===== config.mk =====
export PLATFORM = sky130hd
export DESIGN_NAME = seg7_reader_flat
export DESIGN_NICKNAME = d
export VERILOG_FILES = /design/src/rtl/seg7_reader_if.sv /design/src/rtl/seg7_reader.sv /design/src/flat_wrapper.sv
export SDC_FILE = /design/constraint.sdc
export NUM_CORES = 1
export LEC_CHECK = 0
export ABC_CLOCK_PERIOD_IN_PS = 6600
export CORE_MARGIN = 4
export CORE_UTILIZATION = 58
export DETAILED_ROUTE_END_ITERATION = 10
export PLACE_DENSITY = 0.84
export SLEW_MARGIN = 15
export SYNTH_ARGS = -nofsm -noshare
export SYNTH_HDL_FRONTEND = slang
export SYNTH_SLANG_ARGS = --single-unit

===== constraint.sdc =====
create_clock -name clk -period 6.6 [get_ports clk]
set_clock_uncertainty 0.1 [all_clocks]
set_input_delay 1.32 -clock clk [delete_from_list [all_inputs] [get_ports clk]]
set_output_delay 1.32 -clock clk [all_outputs]
set_load 0.1 [all_outputs]

===== src/rtl/seg7_reader_if.sv =====
// seg7_reader_if
//   Groups the signals of the seven-segment reader into one bundle.
//   master : the observed display and host side; drives seg_n, dig_n, clr and
//            receives the decoded results.
//   slave  : the reader itself; samples seg_n, dig_n, clr and drives
//            value, digit_valid, upd, upd_idx, bad_pattern, err_sticky.
//   seg_n       [6:0]            active-low segments, bit0=a .. bit6=g
//   dig_n       [NUM_DIGITS-1:0] active-low digit selects
//   clr                          clears digit_valid and err_sticky
//   value       [4*NUM_DIGITS-1:0] captured nibbles, digit i at [4i+3:4i]
//   digit_valid [NUM_DIGITS-1:0] per-digit "value holds a captured nibble"
//   upd / upd_idx                one-cycle capture pulse and its digit index
//   bad_pattern / err_sticky     invalid-pattern pulse and its sticky flag
interface seg7_reader_if #(
    parameter int NUM_DIGITS = 4
);
    logic [6:0]              seg_n;
    logic [NUM_DIGITS-1:0]   dig_n;
    logic                    clr;
    logic [4*NUM_DIGITS-1:0] value;
    logic [NUM_DIGITS-1:0]   digit_valid;
    logic                    upd;
    logic [2:0]              upd_idx;
    logic                    bad_pattern;
    logic                    err_sticky;

    modport master (
        output seg_n, dig_n, clr,
        input  value, digit_valid, upd, upd_idx, bad_pattern, err_sticky
    );

    modport slave (
        input  seg_n, dig_n, clr,
        output value, digit_valid, upd, upd_idx, bad_pattern, err_sticky
    );
endinterface


===== src/rtl/seg7_reader.sv =====
// seg7_reader
//   Watches a multiplexed seven-segment display and recovers the hex digit
//   shown on each position. The display lines are registered into a sample
//   key; a digit is captured only after the key has been identical for
//   STABLE_CYCLES consecutive samples with exactly one digit select active.
//   Ports:
//     clk  : single rising-edge clock
//     rst  : synchronous active-high reset
//     bus  : seg7_reader_if.slave (display inputs, clr, decoded outputs)
//   All outputs are registered.
module seg7_reader #(
    parameter int NUM_DIGITS    = 4,
    parameter int STABLE_CYCLES = 4
) (
    input  logic         clk,
    input  logic         rst,
    seg7_reader_if.slave bus
);
    localparam int         KEY_W   = NUM_DIGITS + 7;
    localparam logic [7:0] RUN_MAX = 8'(STABLE_CYCLES);

    typedef enum logic [1:0] {IDLE, TRACK, DONE} state_t;
    typedef enum logic [1:0] {PAT_HEX, PAT_BLANK, PAT_BAD} pat_t;

    logic [KEY_W-1:0]        key_q;
    logic [KEY_W-1:0]        prev_q;
    state_t                  state_q;
    state_t                  state_d;
    logic [7:0]              run_q;
    logic [7:0]              run_d;
    logic                    capture;

    logic [NUM_DIGITS-1:0]   sel_mask;
    logic [3:0]              zero_cnt;
    logic [2:0]              dig_idx;
    logic                    selectable;
    pat_t                    pat;
    logic [3:0]              nibble;

    logic [4*NUM_DIGITS-1:0] value_q;
    logic [NUM_DIGITS-1:0]   valid_q;
    logic                    upd_q;
    logic [2:0]              upd_idx_q;
    logic                    bad_q;
    logic                    err_q;

    // Sample key and its one-cycle-old copy; every decision below looks only
    // at these registers, never at the raw inputs.
    // NOTE: sequential state is written with non-blocking assignments so all
    // registers update from the same pre-edge values.
    always_ff @(posedge clk) begin
        if (rst) begin
            key_q  <= '1;
            prev_q <= '1;
        end else begin
            key_q  <= {bus.dig_n, bus.seg_n};
            prev_q <= key_q;
        end
    end

    // Digit select decode: count active (low) selects and remember which one.
    // NOTE: combinational blocks use blocking assignments and give every
    // variable a default first, so no latch is inferred.
    always_comb begin
        sel_mask = ~key_q[KEY_W-1:7];
        zero_cnt = '0;
        dig_idx  = '0;
        for (int i = 0; i < NUM_DIGITS; i++) begin
            if (sel_mask[i]) begin
                zero_cnt = zero_cnt + 4'd1;
                dig_idx  = 3'(i);
            end
        end
    end

    assign selectable = (zero_cnt == 4'd1);

    // Reverse segment map; anything not listed is an invalid pattern.
    always_comb begin
        pat    = PAT_HEX;
        nibble = 4'h0;
        case (key_q[6:0])
            7'b1000000: nibble = 4'h0;
            7'b1111001: nibble = 4'h1;
            7'b0100100: nibble = 4'h2;
            7'b0110000: nibble = 4'h3;
            7'b0011001: nibble = 4'h4;
            7'b0010010: nibble = 4'h5;
            7'b0000010: nibble = 4'h6;
            7'b1011000: nibble = 4'h7;
            7'b0000000: nibble = 4'h8;
            7'b0010000: nibble = 4'h9;
            7'b0001000: nibble = 4'hA;
            7'b0000011: nibble = 4'hB;
            7'b1000110: nibble = 4'hC;
            7'b0100001: nibble = 4'hD;
            7'b0000110: nibble = 4'hE;
            7'b0001110: nibble = 4'hF;
            7'b1111111: pat    = PAT_BLANK;
            default:    pat    = PAT_BAD;
        endcase
    end

    always_ff @(posedge clk) begin
        if (rst) begin
            state_q <= IDLE;
            run_q   <= '0;
        end else begin
            state_q <= state_d;
            run_q   <= run_d;
        end
    end

    // Run tracking. The capture fires on the same edge the counter reaches
    // RUN_MAX, and DONE then parks the counter so it never passes RUN_MAX.
    always_comb begin
        state_d = state_q;
        run_d   = run_q;
        capture = 1'b0;
        case (state_q)
            IDLE: begin
                if (selectable) begin
                    state_d = TRACK;
                    run_d   = 8'd1;
                end else begin
                    run_d   = 8'd0;
                end
            end
            TRACK, DONE: begin
                if (key_q != prev_q) begin
                    if (selectable) begin
                        state_d = TRACK;
                        run_d   = 8'd1;
                    end else begin
                        state_d = IDLE;
                        run_d   = 8'd0;
                    end
                end else if (state_q == TRACK) begin
                    run_d = run_q + 8'd1;
                    if (run_d == RUN_MAX) begin
                        capture = 1'b1;
                        state_d = DONE;
                    end
                end
            end
            default: begin
                state_d = IDLE;
                run_d   = 8'd0;
            end
        endcase
    end

    // Output registers. clr is applied first and the capture result after
    // it, so a capture in the same cycle overrides clr for its own digit and
    // a bad pattern keeps err_sticky set.
    always_ff @(posedge clk) begin
        if (rst) begin
            value_q   <= '0;
            valid_q   <= '0;
            upd_q     <= 1'b0;
            upd_idx_q <= '0;
            bad_q     <= 1'b0;
            err_q     <= 1'b0;
        end else begin
            upd_q <= 1'b0;
            bad_q <= 1'b0;
            if (bus.clr) begin
                valid_q <= '0;
                err_q   <= 1'b0;
            end
            if (capture) begin
                case (pat)
                    PAT_HEX: begin
                        for (int i = 0; i < NUM_DIGITS; i++) begin
                            if (sel_mask[i]) begin
                                value_q[4*i +: 4] <= nibble;
                                valid_q[i]        <= 1'b1;
                            end
                        end
                        upd_q     <= 1'b1;
                        upd_idx_q <= dig_idx;
                    end
                    PAT_BLANK: begin
                        for (int i = 0; i < NUM_DIGITS; i++) begin
                            if (sel_mask[i]) begin
                                valid_q[i] <= 1'b0;
                            end
                        end
                    end
                    default: begin
                        bad_q <= 1'b1;
                        err_q <= 1'b1;
                    end
                endcase
            end
        end
    end

    assign bus.value       = value_q;
    assign bus.digit_valid = valid_q;
    assign bus.upd         = upd_q;
    assign bus.upd_idx     = upd_idx_q;
    assign bus.bad_pattern = bad_q;
    assign bus.err_sticky  = err_q;
endmodule


===== src/flat_wrapper.sv =====
// flat-port wrapper written by rule: the top's interface ports become plain ports
module seg7_reader_flat 
#(
    parameter int NUM_DIGITS    = 4,
    parameter int STABLE_CYCLES = 4
)
  (clk, rst, bus_seg_n, bus_dig_n, bus_clr, bus_value, bus_digit_valid, bus_upd, bus_upd_idx, bus_bad_pattern, bus_err_sticky);
  seg7_reader_if #(.NUM_DIGITS(NUM_DIGITS)) bus_i ();
  input  logic clk;
  input  logic rst;
  input wire logic [$bits(bus_i.seg_n)-1:0] bus_seg_n;
  input wire logic [$bits(bus_i.dig_n)-1:0] bus_dig_n;
  input wire logic [$bits(bus_i.clr)-1:0] bus_clr;
  output wire logic [$bits(bus_i.value)-1:0] bus_value;
  output wire logic [$bits(bus_i.digit_valid)-1:0] bus_digit_valid;
  output wire logic [$bits(bus_i.upd)-1:0] bus_upd;
  output wire logic [$bits(bus_i.upd_idx)-1:0] bus_upd_idx;
  output wire logic [$bits(bus_i.bad_pattern)-1:0] bus_bad_pattern;
  output wire logic [$bits(bus_i.err_sticky)-1:0] bus_err_sticky;
  assign bus_i.seg_n = bus_seg_n;
  assign bus_i.dig_n = bus_dig_n;
  assign bus_i.clr = bus_clr;
  assign bus_value = bus_i.value;
  assign bus_digit_valid = bus_i.digit_valid;
  assign bus_upd = bus_i.upd;
  assign bus_upd_idx = bus_i.upd_idx;
  assign bus_bad_pattern = bus_i.bad_pattern;
  assign bus_err_sticky = bus_i.err_sticky;
  seg7_reader #(.NUM_DIGITS(NUM_DIGITS), .STABLE_CYCLES(STABLE_CYCLES)) u_core (.clk(clk), .rst(rst), .bus(bus_i));
endmodule

==> qor.csv <==
stage,metric,value,unit
sta,tns,0,ps
drt,totalWireLength,5900,microns
worst_setup_path,cp-end-kind,output pin,
logic_synthesis,synth_top_area_cell,dfxtp_1,
die,dieArea,0.00592,sq mm
sta,hold_viol,0,
finish,stdcell_area,0.00334,sq mm
logic_synthesis,syn_nets,321,
global_routing,grt_pass1_vias,2203,
clock_network,clock_latency,340,ps
worst_setup_path,critPathBufInv,1,
global_routing,antenna_found_initial,0,
sta,period_needed,3270,ps
clock_network,cts_hold_buf,0,
worst_setup_path,critPathKind,reg2out,
drt,drt_iter0_drc,139,
sta,relSlewSlack,0.334,
finish,area_delta_synth_final,21.0,%
sta,drv_slew,0,
place,place_inst,375,
worst_setup_path,cp-start-kind,flop,
logic_synthesis,synth_cell_type_count,51,
die,pin_count,40,
pwr,p_leak,1.30,nW
drt,avgRoutedWirePerCell,15.1,microns
logic_synthesis,ys_seq_elements,57,
logic_synthesis,synth-main-ff-cell,dfxtp_1,
pwr,p_per_area,229,mW/mm^2
logic_synthesis,synth-async-reset-ratio,0,
sta,rsz0062_at_grt,false,
finish,mostFrequentLayoutCell,dfxtp_1,
sta,max_freq,0.306,GHz
clock_network,path_clk_slew,60,ps
sta,setup_viol,0,
logic_synthesis,syn_area_per_cell,9.23,sq um
worst_setup_path,cp.arrival,1850,ps
pwr,p_seq_frac,0.477,
worst_setup_path,crit_fanout,2,
finish,insertedDiodeCount,0,
pwr,internal-power,0.588,mW
worst_setup_path,rrSetupSlack,3820,ps
global_routing,grt_usage,0.212,
clock_network,cts_tree,done,
finish,mostFrequentLayoutCells,"dfxtp_1 (57), nand2_1 (40), clkdlybuf4s50_1 (38), mux2i_1 (20), or2_2 (17)",
logic_synthesis,syn-cell-area,0.00276,sq mm
finish,fin_nets,356,
place,port_buffers,38,
drt,avgViaCountPerCell,5.76,
logic_synthesis,synth_area_leaders,"dfxtp_1 (41%), mux2i_1 (7.3%), nand2_1 (5.4%)",
worst_setup_path,max_stage_delay,1160,ps
pwr,switchingPower,0.179,mW
clock_network,clock_path_buffers,2,
finish,instances_no_fill,391,
die,die_h,77.0,microns
drt,first_pass_iters,4,
clock_network,cts_buffers,9,
clock_network,cts_sinks,57,
clock_network,cts_root_buffer,clkbuf_8,
drt,drc,0,
global_routing,grt_pass1_wl,9980,microns
global_routing,grt-ovfl-total,0,
sta,fin_crit_sh,0.496,
pwr,switching_share,0.233,
die,start_util,0.617,
outcome,status,"finished, final reports clean",
min_path,min_path_type,reg2reg,
logic_synthesis,synth_top_area_share,0.414,
worst_setup_path,crit_chain,clkdlybuf4s50_1,
clock_network,ctsResizeCount,0,
logic_synthesis,syn_inst,299,
logic_synthesis,synth_edf_count,0,
place,placed_cell_area,0.00313,sq mm
worst_setup_path,slowest_stage,clkdlybuf4s50_1,
sta,max_slew.worst_pin.slew,996,ps
logic_synthesis,ys.warnings.count,0,
pwr,clkPwrFrac,0.436,
die,core-area,0.00447,sq mm
die,die_x,77.0,microns
drt,num_vias,2254,
pwr,ir_worst_vdd,0.000154,V
logic_synthesis,ys_seq_area_frac,0.414,
die,rows,24,
place,place_congestion,0.842,
place,dpl.hpwl,4140,microns
worst_setup_path,required,5180,ps
clock_network,postCtsSetupBuffers,0,
pwr,total_power,0.766,mW
pwr,p_comb_frac,0.087,
flow_run,cap_violations,0,
finish,drive_gt1_frac,0.142,
worst_setup_path,cp_top_family,buffers and inverters,
global_routing,grt_start_max_net_pins,34,
drt,ant_nets,0,
clock_network,h-tree-depth,3,
stage by stage:
step	hold slack, ps	setup slack, ps	util
after floorplan	341	4140	-
after global placement	350	3220	0.700
after detailed placement	352	3180	0.700
after CTS	360	3300	0.746
after global routing	396	3280	0.746
final	356	3330	0.746
power groups by stage:
stage	clock [mW]	sequential, mW	combinational [mW]
floorplan	0	0.365	0.0558
global placement	0	0.372	0.0635
detailed placement	0	0.372	0.0650
CTS	0.342	0.365	0.0667
global route	0.358	0.367	0.0738
finish	0.334	0.365	0.0667
cells in the mapped netlist (5+ instances only):
master     n
ha_1       8
clkbuf_1   8
nand3_2    5
dfxtp_1   57
nand3_1   12
nand2_1   40
nor3_1     5
mux2i_1   20
inv_1     12
a21oi_1   12
or2_2     17
nor2_1     9
nand2b_1   8
xnor2_1    5
a31oi_1    5
xor2_1    11
routing by layer:
layer | vias up | wire, microns | global-route usage
met5 | - | 0 | 0
met4 | 0 | 177 | 0.109
met3 | 21 | 244 | 0.0656
met2 | 52 | 3050 | 0.369
met1 | 1058 | 2440 | 0.231
li1 | 1123 | - | -
path summary, 6_finish.rpt:
path / from / to / cells after the start
worst max register to register: u_core.key_q[7] / u_core.state_q[0] / 10
worst min register to register: u_core.bus.value[11] / u_core.bus.value[11] / 2
worst min-delay path: u_core.bus.value[11] / u_core.bus.value[11] / 2
worst max-delay path: u_core.bus.value[10] / bus_value[10] / 1
kinds of logic (layout without fill, tap and decap cells):
kind of cell             count (synthesis)  count (layout)  share of synthesized area
XOR/XNOR                                16              16                     0.0508
adder cells (fa/ha/maj)                  8               8                     0.0363
AO/OA/AOI/OAI                           45              45                      0.121
other                                    1               1                    0.00136
multiplexers                            20              20                     0.0726
AND/OR/NAND/NOR                        125             125                      0.259
flip-flops                              57              57                      0.414
buffers and inverters                   27              67                     0.0454
area by class of cell:
cell class,count,area (sq um)
tap,52,65.1
clock buffer,14,173
inverter,12,45.0
timing repair buffer,39,388
sequential,57,1140
multi-input combinational,215,1490
clock inverter,2,35.0
fill,338,1130
state kept, by name, summed over array words and instances, names as in the netlist:
| register | cells |
|---|---|
| u_core.prev_q | 11 |
| u_core.bus.upd_idx | 2 |
| u_core.bus.err_sticky | 1 |
| u_core.run_q | 8 |
| u_core.state_q | 2 |
| u_core.bus.digit_valid | 4 |
| u_core.bus.value | 16 |
| u_core.bus.upd | 1 |
| u_core.bus.bad_pattern | 1 |
| u_core.key_q | 11 |
(Power assumes the default switching activity.)
